## config.mk

```make
export PLATFORM = sky130hd
export DESIGN_NAME = dac_bringup_ctrl
export DESIGN_NICKNAME = d
export VERILOG_FILES = /design/src/rtl/dac_bringup_ctrl.sv
export SDC_FILE = /design/constraint.sdc
export NUM_CORES = 1
export LEC_CHECK = 0
export ABC_AREA = 0
export BUFFER_PORTS_ARGS = -buffer_cell sky130_fd_sc_hd__buf_2
export CAP_MARGIN = 20
export CORE_ASPECT_RATIO = 0.7
export CORE_UTILIZATION = 50
export CTS_CLUSTER_SIZE = 12
export DETAILED_ROUTE_END_ITERATION = 12
export PLACE_DENSITY = 0.73
export SLEW_MARGIN = 20
export SYNTH_ARGS = -nofsm -noshare
export SYNTH_HDL_FRONTEND = slang
export SYNTH_SLANG_ARGS = --single-unit
```

## constraint.sdc

```tcl
create_clock -name GCLK -period 2.4 [get_ports GCLK]
set_input_delay 0.48 -clock GCLK [delete_from_list [all_inputs] [get_ports GCLK]]
set_output_delay 0.48 -clock GCLK [all_outputs]
set_load 0.02 [all_outputs]
```

## src/rtl/dac_bringup_ctrl.sv

```systemverilog
`default_nettype none
// ==========================================================================
// Module : dac_bringup_ctrl
// Brief  : Sequences DAC power-up: chip reset, supply settle and serializer
//          configuration, with timeout and retry. The optional DA_READY
//          deglitch is enabled by defining DAC_READY_DEGLITCH_EN.
// Rev    : 1.0
// ==========================================================================
module dac_bringup_ctrl #(
    parameter int unsigned HWRST_CYCLES  = 64,
    parameter int unsigned PWRUP_WAIT    = 1024,
    parameter int unsigned READY_TIMEOUT = 65535,
    parameter int unsigned SETTLE_WAIT   = 256,
    parameter int unsigned MAX_RETRY     = 3
) (
    input  logic       GCLK,
    input  logic       reset_n,
    input  logic       START,
    input  logic       STOP,
    input  logic       DA_READY,
    output logic       DA_CONTROL,
    output logic       DA_RST,
    output logic       DAC_RESETB,
    output logic       TX_EN,
    output logic       BUSY,
    output logic       DONE,
    output logic       FAIL,
    output logic [3:0] RETRY_CNT
);

    typedef enum logic [2:0] {
        S_IDLE    = 3'd0,
        S_HWRST   = 3'd1,
        S_PWRWAIT = 3'd2,
        S_SERRST  = 3'd3,
        S_CONFIG  = 3'd4,
        S_SETTLE  = 3'd5,
        S_RUN     = 3'd6,
        S_FAIL    = 3'd7
    } state_t;

    // Counter is cleared on state entry, so a state lasting N cycles exits at N-1.
    localparam logic [15:0] HWRST_LAST   = 16'(HWRST_CYCLES - 1);
    localparam logic [15:0] PWRUP_LAST   = 16'(PWRUP_WAIT - 1);
    localparam logic [15:0] TIMEOUT_LAST = 16'(READY_TIMEOUT - 1);
    localparam logic [15:0] SETTLE_LAST  = 16'(SETTLE_WAIT - 1);
    localparam logic [15:0] SERRST_LAST  = 16'd1;
    localparam logic [3:0]  MAX_RETRY_C  = 4'(MAX_RETRY);

    state_t      state_q, state_d;
    logic [15:0] cnt_q, cnt_d;
    logic [3:0]  retry_cnt_q, retry_cnt_d;
    logic        da_control_q, da_control_d;
    logic        da_rst_q, da_rst_d;
    logic        dac_resetb_q, dac_resetb_d;
    logic        tx_en_q, tx_en_d;
    logic        busy_q, busy_d;
    logic        done_q, done_d;
    logic        fail_q, fail_d;
    logic        ready_ok;

`ifdef DAC_READY_DEGLITCH_EN
    // Number of consecutive high DA_READY samples already seen in CONFIG.
    logic [1:0] rdy_run_q, rdy_run_d;

    always_comb begin
        rdy_run_d = 2'd0;
        if (state_q == S_CONFIG && DA_READY && rdy_run_q != 2'd3) begin
            rdy_run_d = rdy_run_q + 2'd1;
        end
    end

    always_ff @(posedge GCLK or negedge reset_n) begin
        if (!reset_n) begin
            rdy_run_q <= 2'd0;
        end else begin
            rdy_run_q <= rdy_run_d;
        end
    end

    assign ready_ok = DA_READY && (rdy_run_q == 2'd3);
`else
    assign ready_ok = DA_READY;
`endif

    always_comb begin
        state_d     = state_q;
        retry_cnt_d = retry_cnt_q;
        case (state_q)
            S_IDLE, S_RUN, S_FAIL: begin
                if (START) begin
                    state_d     = S_HWRST;
                    retry_cnt_d = 4'd0;
                end
            end
            S_HWRST:   if (cnt_q == HWRST_LAST)  state_d = S_PWRWAIT;
            S_PWRWAIT: if (cnt_q == PWRUP_LAST)  state_d = S_SERRST;
            S_SERRST:  if (cnt_q == SERRST_LAST) state_d = S_CONFIG;
            S_CONFIG: begin
                if (ready_ok) begin
                    state_d = S_SETTLE;
                end else if (cnt_q == TIMEOUT_LAST) begin
                    if (retry_cnt_q < MAX_RETRY_C) begin
                        retry_cnt_d = retry_cnt_q + 4'd1;
                        state_d     = S_HWRST;
                    end else begin
                        state_d = S_FAIL;
                    end
                end
            end
            S_SETTLE:  if (cnt_q == SETTLE_LAST) state_d = S_RUN;
            default:   state_d = S_IDLE;
        endcase
        if (STOP) begin
            state_d = S_IDLE;
        end
    end

    always_comb begin
        cnt_d = 16'd0;
        if (state_d == state_q &&
            (state_q == S_HWRST || state_q == S_PWRWAIT || state_q == S_SERRST ||
             state_q == S_CONFIG || state_q == S_SETTLE)) begin
            cnt_d = cnt_q + 16'd1;
        end
    end

    // Outputs decode the next state so the registered copy lines up with state_q.
    always_comb begin
        da_control_d = 1'b0;
        da_rst_d     = 1'b1;
        dac_resetb_d = 1'b0;
        tx_en_d      = 1'b0;
        busy_d       = 1'b1;
        done_d       = 1'b0;
        fail_d       = 1'b0;
        case (state_d)
            S_IDLE:    busy_d = 1'b0;
            S_HWRST:   busy_d = 1'b1;
            S_PWRWAIT,
            S_SERRST:  dac_resetb_d = 1'b1;
            S_CONFIG: begin
                dac_resetb_d = 1'b1;
                da_rst_d     = 1'b0;
                da_control_d = 1'b1;
            end
            S_SETTLE: begin
                dac_resetb_d = 1'b1;
                da_rst_d     = 1'b0;
            end
            S_RUN: begin
                dac_resetb_d = 1'b1;
                da_rst_d     = 1'b0;
                tx_en_d      = 1'b1;
                busy_d       = 1'b0;
                done_d       = 1'b1;
            end
            S_FAIL: begin
                busy_d = 1'b0;
                fail_d = 1'b1;
            end
            default: busy_d = 1'b0;
        endcase
    end

    always_ff @(posedge GCLK or negedge reset_n) begin
        if (!reset_n) begin
            state_q      <= S_IDLE;
            cnt_q        <= 16'd0;
            retry_cnt_q  <= 4'd0;
            da_control_q <= 1'b0;
            da_rst_q     <= 1'b1;
            dac_resetb_q <= 1'b0;
            tx_en_q      <= 1'b0;
            busy_q       <= 1'b0;
            done_q       <= 1'b0;
            fail_q       <= 1'b0;
        end else begin
            state_q      <= state_d;
            cnt_q        <= cnt_d;
            retry_cnt_q  <= retry_cnt_d;
            da_control_q <= da_control_d;
            da_rst_q     <= da_rst_d;
            dac_resetb_q <= dac_resetb_d;
            tx_en_q      <= tx_en_d;
            busy_q       <= busy_d;
            done_q       <= done_d;
            fail_q       <= fail_d;
        end
    end

    assign DA_CONTROL = da_control_q;
    assign DA_RST     = da_rst_q;
    assign DAC_RESETB = dac_resetb_q;
    assign TX_EN      = tx_en_q;
    assign BUSY       = busy_q;
    assign DONE       = done_q;
    assign FAIL       = fail_q;
    assign RETRY_CNT  = retry_cnt_q;

endmodule
`default_nettype wire

```

==> results of run 1 <==
-- through the flow --
stage	TNS [ps]	cells	setup WS, ps	hold WS [ps]	power, mW
floorplan	0	199	285	184	1.47
global placement	0	263	71.0	519	1.77
detailed placement	0	263	33.4	537	1.79
CTS	0	271	19.8	234	2.23
global route	-217	276	-72.1	271	2.53
finish	0	276	43.0	214	2.39
-- flip-flops by register name, indices dropped and copies added (netlist names) --
signal and cells:
state_q 3, RETRY_CNT 4, BUSY 1, FAIL 1
DA_CONTROL 1, DA_RST 1, DONE 1, DAC_RESETB 1
cnt_q 16
-- layout make-up --
class	instances	area [um^2]
multi-input cells	153	1070
flip-flops and latches	29	728
clock inverters	1	7.51
clock buffers	7	86.3
well taps	50	62.6
inverters	9	33.8
repair buffers	27	178
fillers	306	1350
-- synthesized netlist by cell type (all sizes together), types with 4 or more instances --
master | number | share of area [%]
dfrtp | 28 | 38
nand2 | 26 | 5.3
nor2 | 19 | 3.9
nor3 | 16 | 4.6
inv | 9 | 1.8
xnor2 | 9 | 4.3
nand3 | 8 | 2.2
nand4 | 8 | 3.4
nor4 | 7 | 4.7
buf | 6 | 1.8
o21ai | 6 | 1.6
xor2 | 5 | 2.4
ha | 4 | 2.7
nor2b | 4 | 1.8
-- worst max path at each step --
| stage | slack [ps] | startpoint | cells after the start | endpoint |
|---|---|---|---|---|
| after floorplan | 290 | cnt_q[1] | 8 | cnt_q[0] |
| after global placement | 70 | cnt_q[1] | 8 | cnt_q[0] |
| after detailed placement | 30 | cnt_q[1] | 8 | cnt_q[0] |
| after CTS | 20 | cnt_q[1] | 8 | cnt_q[0] |
| after global routing | -70 | cnt_q[12] | 7 | DA_CONTROL |
| final | 40 | cnt_q[0] | 9 | cnt_q[1] |
-- report_power, final --
group | switching [mW] | internal [mW] | total (mW)
combinational | 0.790 | 0.535 | 1.33
clock | 0.193 | 0.233 | 0.426
sequential | 0.0516 | 0.582 | 0.634
total | 1.03 | 1.35 | 2.39
-- critical path, stage by stage, from the launching register on --
cell and delay [ps]:
dfrtp_2 450, ha_1 240, and3_2 270, nand4_1 150, nor4_4 70, buf_4 140, o41ai_4 360, o311ai_4 170
buf_12 170, nor4b_1 240
-- logic make-up after synthesis --
family | after synthesis | share of synthesized area [%]
and+or+nand+nor | 109 | 34.8
DFF | 29 | 39.4
AOI/OAI and AO/OA | 26 | 12.4
buffers and inverters | 17 | 4.01
xor gates and xnor gates | 14 | 6.65
adders and majority gates | 4 | 2.72
-- routing by layer --
layer	up-vias	track usage (%)	wire length, um
li1	761	-	-
met1	760	37.1	2140
met2	60	30.2	1840
met3	5	5.38	315
met4	0	7.55	36
met5	-	0	0
-- what timing repair did --
action	CTS	global route
buffers inserted	0	5
endpoints found under the setup margin	0	12
gates resized for setup	0	6
==> summary.md, run 1 <==
| Metric | Value |
|---|---|
| Max Cap Viol | `0` |
| Placed Area | `about 0.0020 mm^2` |
| Worst Path Arrival | `2540 ps` |
| Vias in the first global route | `between 1,000 and 1,500` |
| Pleak | `~0.92 nW` |
| Synth Register Bits | `29` |
| Largest fanout on the critical path | `9` |
| Final setup fails | `0` |
| Share of layout cells above drive strength 1 | `roughly a quarter` |
| Total GRT Usage | `about a quarter` |
| Final slew viol count | `0` |
| Via count | `1,586` |
| Primary FF master, synth | `dfrtp_1` |
| Antenna violations before repair | `0` |
| CTS Buf Count | `5` |
| DIE HEIGHT | `between 50 and 60 um` |
| DRT iter0 DRCs | `about 140` |
| Clock Skews | `just over 9 ps` |
| First-pass GRT wire length | `6.64 mm` |
| Startpoint Class | `flop` |
| Clock Root Buffer | `clkbuf_8` |
| Clk buf depth | `2` |
| Clk_lat worst skew | `280 ps` |
| Core area | `0.00351 mm^2` |
| Crit path kind | `reg -> reg` |
| Per-cell routed wire length | `about 16 um` |
| Area Growth Syn to Fin | `17.6%` |
| Detail Route Antenna Nets | `0` |
| Rel. slew slack | `54.9%` |
| Worst R2R End | `cnt_q[1]` |
| Final core utilization | `61.7%` |
| Cells after synthesis | `199` |
| Measured slew at the worst slew-check pin | `669 ps` |
| Largest net degree at the start of global routing | `30` |
| Final HPWL DP | `2.94 mm` |
| Ant diodes | `0` |
| Register area share after synthesis | `approximately 39%` |
| Clock transition at path regs | `70 ps` |
| Starting Density | `between 50% and 60%` |
| RePlAce Congestion | `approximately 0.84` |
| Synth warnings | `0` |
| Final hold violation count | `0` |
| Num ports | `16` |
| Clock sink count | `29` |
| FP Rows | `18` |
| Status | `finished clean` |
| Tcrit/Tclk final | `a little over nine tenths` |
| Syn nets | `~210` |
| Pwr dens | `1100 mW/mm^2` |
| Post-Route WL | `4.33 mm` |
| Kind of end point of the critical path | `flop` |
| Syn Area/Cell | `roughly 9 um^2` |
| Commonest non-fill, non-tap cell in the layout | `dfrtp_1` |
| Async set-reset flop share out of synthesis | `100%` |
| CTS tree | `built` |
| Hold Buf Count CTS | `0` |
| Drt drc | `0` |
| Min cycle time layout | `around 2400 ps` |
| Remaining Overflow, GRT | `0` |
| Pre-antenna DRT Iters | `4` |
| Vias/cell | `between 5 and 6` |
| Post-synth cell types | `52` |
| Post-synth EDFFs | `0` |
| Die ar. | `a little under 0.004 mm^2` |
| I/O Buffers | `15` |
| Reg-to-reg slack, setup | `roughly 43 ps` |
| FF-to-FF path depth | `9` |
| Hold Crit Class | `in -> async` |
| Launching point of the worst reg2reg path | `cnt_q[0]` |
| Final Cell Area | `around 0.0022 mm^2` |
| Nets@finish | `234` |
| F_max | `0.424 GHz` |
| Commonest non-fill, non-tap cells in the layout | `27 x dfrtp_1, 26 x nand2_1, 19 x nor2_1, 15 x nor3_1, 15 x buf_2` |
| Synthesized cell area | `approximately 0.0018 mm^2` |
| Peak supply drop | `roughly 0.00071 V` |
| Req. time, crit path | `~2600 ps` |
| Die width | `between 70 and 80 um` |
| H-tree depth | `2` |
(Power assumes the default switching activity.)
==> run 2: changes to the inputs <==
==> constraint.sdc (replaced) <==
create_clock -name GCLK -period 2.8 [get_ports GCLK]
set_input_delay 0.56 -clock GCLK [delete_from_list [all_inputs] [get_ports GCLK]]
set_output_delay 0.56 -clock GCLK [all_outputs]
set_load 0.02 [all_outputs]
==> run 2 against run 1 <==
  * Clock power grew 6.8%
  * Cell count shrank 2.9%
  * Worst hold slack gained 74 ps
  * Flip-flop and latch count is the same
  * Global-route usage shrank 0.99 points
  * Non-clock buffer count shrank 8
  * Power shrank 18%
  * Die area is the same
  * Clock skew shrank 4.6 ps
  * Largest cell class unchanged
  * Largest power group unchanged
  * Highest routed layer unchanged
==> summary.md, run 2 (synthesis gave the netlist of run 1 again) <==
| Metric | Value |
|---|---|
| Hold Crit Class | `in -> async` |
| Ant diodes | `0 (unchanged)` |
| Startpoint Class | `flop` |
| Rel. slew slack | `53.8% (-1.1 points)` |
| Antenna violations before repair | `0 (unchanged)` |
| Vias in the first global route | `1,308 (-1.6%)` |
| Hold Buf Count CTS | `0 (unchanged)` |
| Unrepaired setup endpoints after global routing | `no` |
| H-tree depth | `2 (unchanged)` |
| Most used cell, CP | `nor4b_1` |
| Drt drc | `0 (unchanged)` |
| CTS resizes | `0 (unchanged)` |
| Commonest non-fill, non-tap cell in the layout | `dfrtp_1` |
| Area of the multi-input gates | `0.00104 mm^2 (-2.7%)` |
| Setup WS pre-CTS | `462 ps (+428 ps)` |
| I/O Buffers | `15 (unchanged)` |
| FF-to-FF path depth | `8 (-1)` |
| Number of setup buffers added after CTS | `0 (unchanged)` |
| DIE HEIGHT | `52.8 um (unchanged)` |
| Num ports | `16 (unchanged)` |
| Nets@finish | `226 (-3.4%)` |
| Share of layout cells above drive strength 1 | `19.7% (-4.2 points)` |
| Vias/cell | `5.63 (-2.1%)` |
| Final core utilization | `59.5% (-2.2 points)` |
| Clk_lat worst skew | `280 ps (about the same)` |
| Starting Density | `52.5% (unchanged)` |
| Kind of end point of the critical path | `flop` |
| Max Cap Viol | `0 (unchanged)` |
| Seq pwr share | `29.1% (+2.5 points)` |
| Clock Skews | `4.76 ps (-4.55 ps)` |
| Stages on the worst setup path | `8 (-1)` |
| Die ar. | `0.00394 mm^2 (unchanged)` |
| Clk buf depth | `2 (unchanged)` |
| Detail Route Antenna Nets | `0 (unchanged)` |
| Net Sw Power | `0.816 mW (-21%)` |
| Setup WS post-layout | `437 ps (+394 ps)` |
| Per-cell routed wire length | `14.8 um (-5.6%)` |
| Reg-to-reg slack, setup | `440 ps (+390 ps)` |
| Sw Share | `41.9% (-1.5 points)` |
| Largest fanout on the critical path | `9 (unchanged)` |
| CP bufs+invs | `1 (-1)` |
| Commonest non-fill, non-tap cells in the layout | `28 x dfrtp_1, 26 x nand2_1, 19 x nor2_1, 15 x nor3_1, 15 x buf_2` |
| Fillers | `313 (+2.3%)` |
| Max reg flops | `16 (unchanged)` |
| TNS Setup | `0 ps (unchanged)` |
| Remaining Overflow, GRT | `0 (unchanged)` |
| Cell Int Power | `1.13 mW (-16%)` |
| Final setup fails | `0 (unchanged)` |
| Final Cell Area | `0.00209 mm^2 (-3.5%)` |
| Post-Route WL | `3.97 mm (-8.3%)` |
| Pleak | `0.887 nW (-3.8%)` |
| FP Rows | `18 (unchanged)` |
| Worst Path Arrival | `2540 ps (about the same)` |
| Worst R2R End | `cnt_q[1]` |
| Largest net degree at the start of global routing | `30 (unchanged)` |
| Final hold violation count | `0 (unchanged)` |
| First-pass GRT wire length | `6.35 mm (-4.4%)` |
| CTS Buf Count | `5 (unchanged)` |
| Sequential Area | `727 um^2 (-0.17%)` |
| Clock Root Buffer | `clkbuf_8` |
| CTS tree | `built` |
| Placed Area | `0.00197 mm^2 (-1.1%)` |
| Die width | `74.6 um (unchanged)` |
| Crit path kind | `reg -> reg` |
| Logic gate share of total power | `47.5% (-8.1 points)` |
| Core area | `0.00351 mm^2 (unchanged)` |
| Pwr dens | `932 mW/mm^2 (-15%)` |
| Cell family with most CP delay | `simple AND/OR/NAND/NOR gates` |
| Total GRT Usage | `22.4% (-0.99 points)` |
| Biggest register | `cnt_q` |
| Peak supply drop | `0.000757 V (+6.0%)` |
| Clock transition at path regs | `70 ps (about the same)` |
| Final HPWL DP | `2.90 mm (-1.4%)` |
| Pre-antenna DRT Iters | `4 (unchanged)` |
| Via count | `1,508 (-4.9%)` |
| Tcrit/Tclk final | `84.4% (-14 points)` |
| CP max-delay cell | `dfrtp_1` |
| Clock Power Share | `23.3% (+5.5 points)` |
| Critical path, cell by cell | `inv_1 -> ha_1 -> nor4b_1 -> nand4_2 -> nor2b_4 -> o41ai_4 -> o311ai_4 -> nor4b_1` |
| F_max | `0.423 GHz (-0.24%)` |
| RePlAce Congestion | `0.848 (+0.75%)` |
| Area Growth Syn to Fin | `13.4%` |
| Clock sink count | `29 (unchanged)` |
| Req. time, crit path | `2980 ps (+400 ps)` |
| Launching point of the worst reg2reg path | `cnt_q[1]` |
| Critical path's largest stage delay | `420 ps (-30 ps)` |
| Measured slew at the worst slew-check pin | `686 ps (+17.0 ps)` |
| Min cycle time layout | `2360 ps (+5.63 ps)` |
| DRT iter0 DRCs | `122 (-12%)` |
| Final slew viol count | `0 (unchanged)` |
| Status | `finished clean` |
## run 2: cell type report
| class | count | area share [%] |
|---|---|---|
| clock buffers | 6 | 3.95 |
| clock inverters | 2 | 1.80 |
| inverters | 9 | 1.62 |
| multi-input cells | 153 | 49.9 |
| flip-flops and latches | 29 | 34.8 |
| well taps | 50 | 2.99 |
| repair buffers | 19 | 5.03 |
## run 2: worst max path at each step
stage / to / startpoint / slack (ps)
after floorplan: cnt_q[0] / cnt_q[1] / 690
after global placement: cnt_q[0] / cnt_q[1] / 480
after detailed placement: cnt_q[0] / cnt_q[1] / 460
after CTS: cnt_q[0] / cnt_q[1] / 440
after global routing: cnt_q[1] / cnt_q[1] / 240
final: cnt_q[1] / cnt_q[1] / 440
## run 2: routing by layer
metal | wire length, um | global-route usage, % | share of wire (%)
met3 | 179 | 4.62 | 4.5
met1 | 2190 | 37.0 | 55
met5 | 0 | 0 | 0
met4 | 27 | 7.55 | 0.68
met2 | 1570 | 27.2 | 40
## run 2: per-stage QoR
step | hold slack [ps] | instances | power, mW
detailed placement | 530 | 260 | 1.49
global route | 350 | 268 | 2.07
CTS | 311 | 268 | 1.95
global placement | 529 | 260 | 1.48
floorplan | 264 | 199 | 1.26
finish | 288 | 268 | 1.95
## run 2: worst register-to-register path, cell delays in order, from the launching register on
cell and delay (ps):
dfrtp_1 420, inv_1 70, ha_1 140, nor4b_1 310, nand4_2 230, nor2b_4 200
o41ai_4 390, o311ai_4 230, nor4b_1 280
## run 2: power by group through the flow
stage          Clock [mW]  Combinational, mW  Sequential [mW]
6_report            0.455              0.925            0.568
5_1_grt             0.480               1.01            0.579
2_1_floorplan           0              0.652            0.607
4_1_cts             0.465              0.921            0.566
3_5_place_dp            0              0.914            0.574
3_3_place_gp            0              0.906            0.574
==> run 3: changes to the inputs <==
==> constraint.sdc (replaced) <==
create_clock -name GCLK -period 2.46 [get_ports GCLK]
set_input_delay 0.492 -clock GCLK [delete_from_list [all_inputs] [get_ports GCLK]]
set_output_delay 0.492 -clock GCLK [all_outputs]
set_load 0.02 [all_outputs]
==> run 3 against run 2 <==
  * Routed wire length grew 5.9%
  * Worst hold slack lost 57 ps
  * Cell count grew 1.1%
  * Critical path type unchanged
  * Clock power shrank 8.1%
  * Global-route usage grew 2.0 points
==> summary.md, run 3 (synthesis gave the netlist of run 1 again) <==
| Metric | Value |
|---|---|
| Nets@finish | `229 (+1.3%)` |
| Min cycle time layout | `2340 ps (-20.6 ps)` |
| Pleak | `0.907 nW (+2.2%)` |
| Tcrit/Tclk final | `95.2% (+11 points)` |
| Largest fanout on the critical path | `9 (unchanged)` |
| CTS tree | `built` |
| Biggest register | `cnt_q` |
| Critical path's largest stage delay | `460 ps (+40 ps)` |
| Final hold violation count | `0 (unchanged)` |
| Clock Root Buffer | `clkbuf_8` |
| Clk buf depth | `2 (unchanged)` |
| Largest net degree at the start of global routing | `30 (unchanged)` |
| Clock sink count | `29 (unchanged)` |
| Clock Skews | `7.75 ps (+2.98 ps)` |
| Ant diodes | `0 (unchanged)` |
| Layout Cells excl Fill | `271 (+1.1%)` |
| Commonest non-fill, non-tap cell in the layout | `dfrtp_1` |
| Worst Path Arrival | `2520 ps (-20 ps)` |
| Hold Buf Count CTS | `0 (unchanged)` |
| Area Growth Syn to Fin | `15.1%` |
| CTS Buf Count | `5 (unchanged)` |
| Commonest non-fill, non-tap cells in the layout | `28 x dfrtp_1, 26 x nand2_1, 19 x nor2_1, 15 x nor3_1, 15 x buf_2` |
| RePlAce Congestion | `0.849 (about the same)` |
| Crit path kind | `reg -> reg` |
| Die width | `74.6 um (unchanged)` |
| Setup WS pre-CTS | `2.46 ps (-459 ps)` |
| WHS | `232 ps (-56.6 ps)` |
| Max reg flops | `16 (unchanged)` |
| I/O Buffers | `15 (unchanged)` |
| First-pass GRT wire length | `6.83 mm (+7.6%)` |
| Critical path, cell by cell | `nor4_4 -> nand4_2 -> nor2b_4 -> o41ai_4 -> o311ai_4 -> nor4b_1` |
| Status | `finished clean` |
| Final HPWL DP | `2.97 mm (+2.5%)` |
| Antenna violations before repair | `0 (unchanged)` |
| Kind of end point of the critical path | `flop` |
| Number of setup buffers added after CTS | `0 (unchanged)` |
| Reg-to-reg slack, setup | `120 ps (-320 ps)` |
| Vias/cell | `5.63 (+0.14%)` |
| Via count | `1,527 (+1.3%)` |
| F_max | `0.427 GHz (+0.88%)` |
| Pwr dens | `1040 mW/mm^2 (+11%)` |
| Final slew viol count | `0 (unchanged)` |
| DIE HEIGHT | `52.8 um (unchanged)` |
| Detail Route Antenna Nets | `0 (unchanged)` |
| Startpoint Class | `flop` |
| Starting Density | `52.5% (unchanged)` |
| Post-Route WL | `4.20 mm (+5.9%)` |
| Die ar. | `0.00394 mm^2 (unchanged)` |
| Clock transition at path regs | `70 ps (about the same)` |
| Num ports | `16 (unchanged)` |
| Req. time, crit path | `2640 ps (-340 ps)` |
| Final setup fails | `0 (unchanged)` |
| Per-cell routed wire length | `15.5 um (+4.7%)` |
| Hold Crit Class | `in -> async` |
| Vias in the first global route | `1,380 (+5.5%)` |
| Peak supply drop | `0.000701 V (-7.4%)` |
| Setup WS post-layout | `118 ps (-319 ps)` |
| Core area | `0.00351 mm^2 (unchanged)` |
| Rel. slew slack | `52.9% (-0.85 points)` |
| Clk_lat worst skew | `280 ps (about the same)` |
| Total GRT Usage | `24.4% (+2.0 points)` |
| Share of layout cells above drive strength 1 | `22.2% (+2.4 points)` |
| Remaining Overflow, GRT | `0 (unchanged)` |
| Measured slew at the worst slew-check pin | `699 ps (+12.7 ps)` |
| Drt drc | `0 (unchanged)` |
| Pre-antenna DRT Iters | `4 (unchanged)` |
| DRT iter0 DRCs | `143 (+17%)` |
| FP Rows | `18 (unchanged)` |
| Max Cap Viol | `0 (unchanged)` |
| Total power | `2.20 mW (+13%)` |
| Unrepaired setup endpoints after global routing | `yes` |
| H-tree depth | `2 (unchanged)` |
| CP max-delay cell | `dfrtp_1` |
| Placed insts | `263 (+1.2%)` |
run 3: cell types whose count changed in the layout (fill, tap and decap cells not counted), moves of 2 or more:
cell	before	now
nor4b_1	3	1
buf_4	4	7
nor4b_2	0	2
nor4_2	2	0
nor4_4	2	4
run 3: power breakdown:
group | internal [mW] | switching, mW
Combinational | 0.430 | 0.740
Sequential | 0.567 | 0.0466
Clock | 0.226 | 0.192
run 3: stage by stage:
step | utilization [%] | setup TNS, ps | area [um^2]
after global routing | 60.4 | -37.3 | 2120
after global placement | 56.7 | 0 | 1990
after floorplan | - | 0 | 1840
after detailed placement | 56.7 | 0 | 1990
after CTS | 59.7 | 0 | 2100
final | 60.4 | 0 | 2120
run 3: area by class of cell:
class	instances	area [um^2]
clock buffer	6	82.6
clock inverter	2	13.8
fill	329	1390
inverter	9	33.8
multi-input combinational	153	1070
sequential	29	727
tap	50	62.6
timing repair buffer	22	128
run 3: repair_timing:
item,CTS,global route
setup endpoints to repair,1,14
pin swaps,0,1
gates resized for setup,1,4
run 3: path summary, 6_finish.rpt:
kind	to	from	depth (start not counted)
min in group GCLK	RETRY_CNT[3]	START	3
hold reg to reg	RETRY_CNT[0]	RETRY_CNT[0]	1
setup reg to reg	cnt_q[0]	cnt_q[12]	6
hold / removal	state_q[1]	reset_n	1
setup / recovery	cnt_q[0]	cnt_q[12]	6
max in group asynchronous	RETRY_CNT[1]	reset_n	1
run 3: metal layers:
| layer | part of all wire, % | vias up | wire length (um) | track usage [%] |
|---|---|---|---|---|
| met4 | 0.50 | 0 | 21 | 9.75 |
| li1 | - | 758 | - | - |
| met5 | 0 | - | 0 | 0 |
| met1 | 54 | 725 | 2250 | 39.0 |
| met3 | 5.2 | 5 | 218 | 5.58 |
| met2 | 41 | 39 | 1710 | 30.2 |
run 3: worst max-delay path, delay by kind of cell, from the launching register on:
kind	cells	cell delay, ps
AND/OR/NAND/NOR	4	1130
AO/OA/AOI/OAI	2	640
flip-flops	1	460
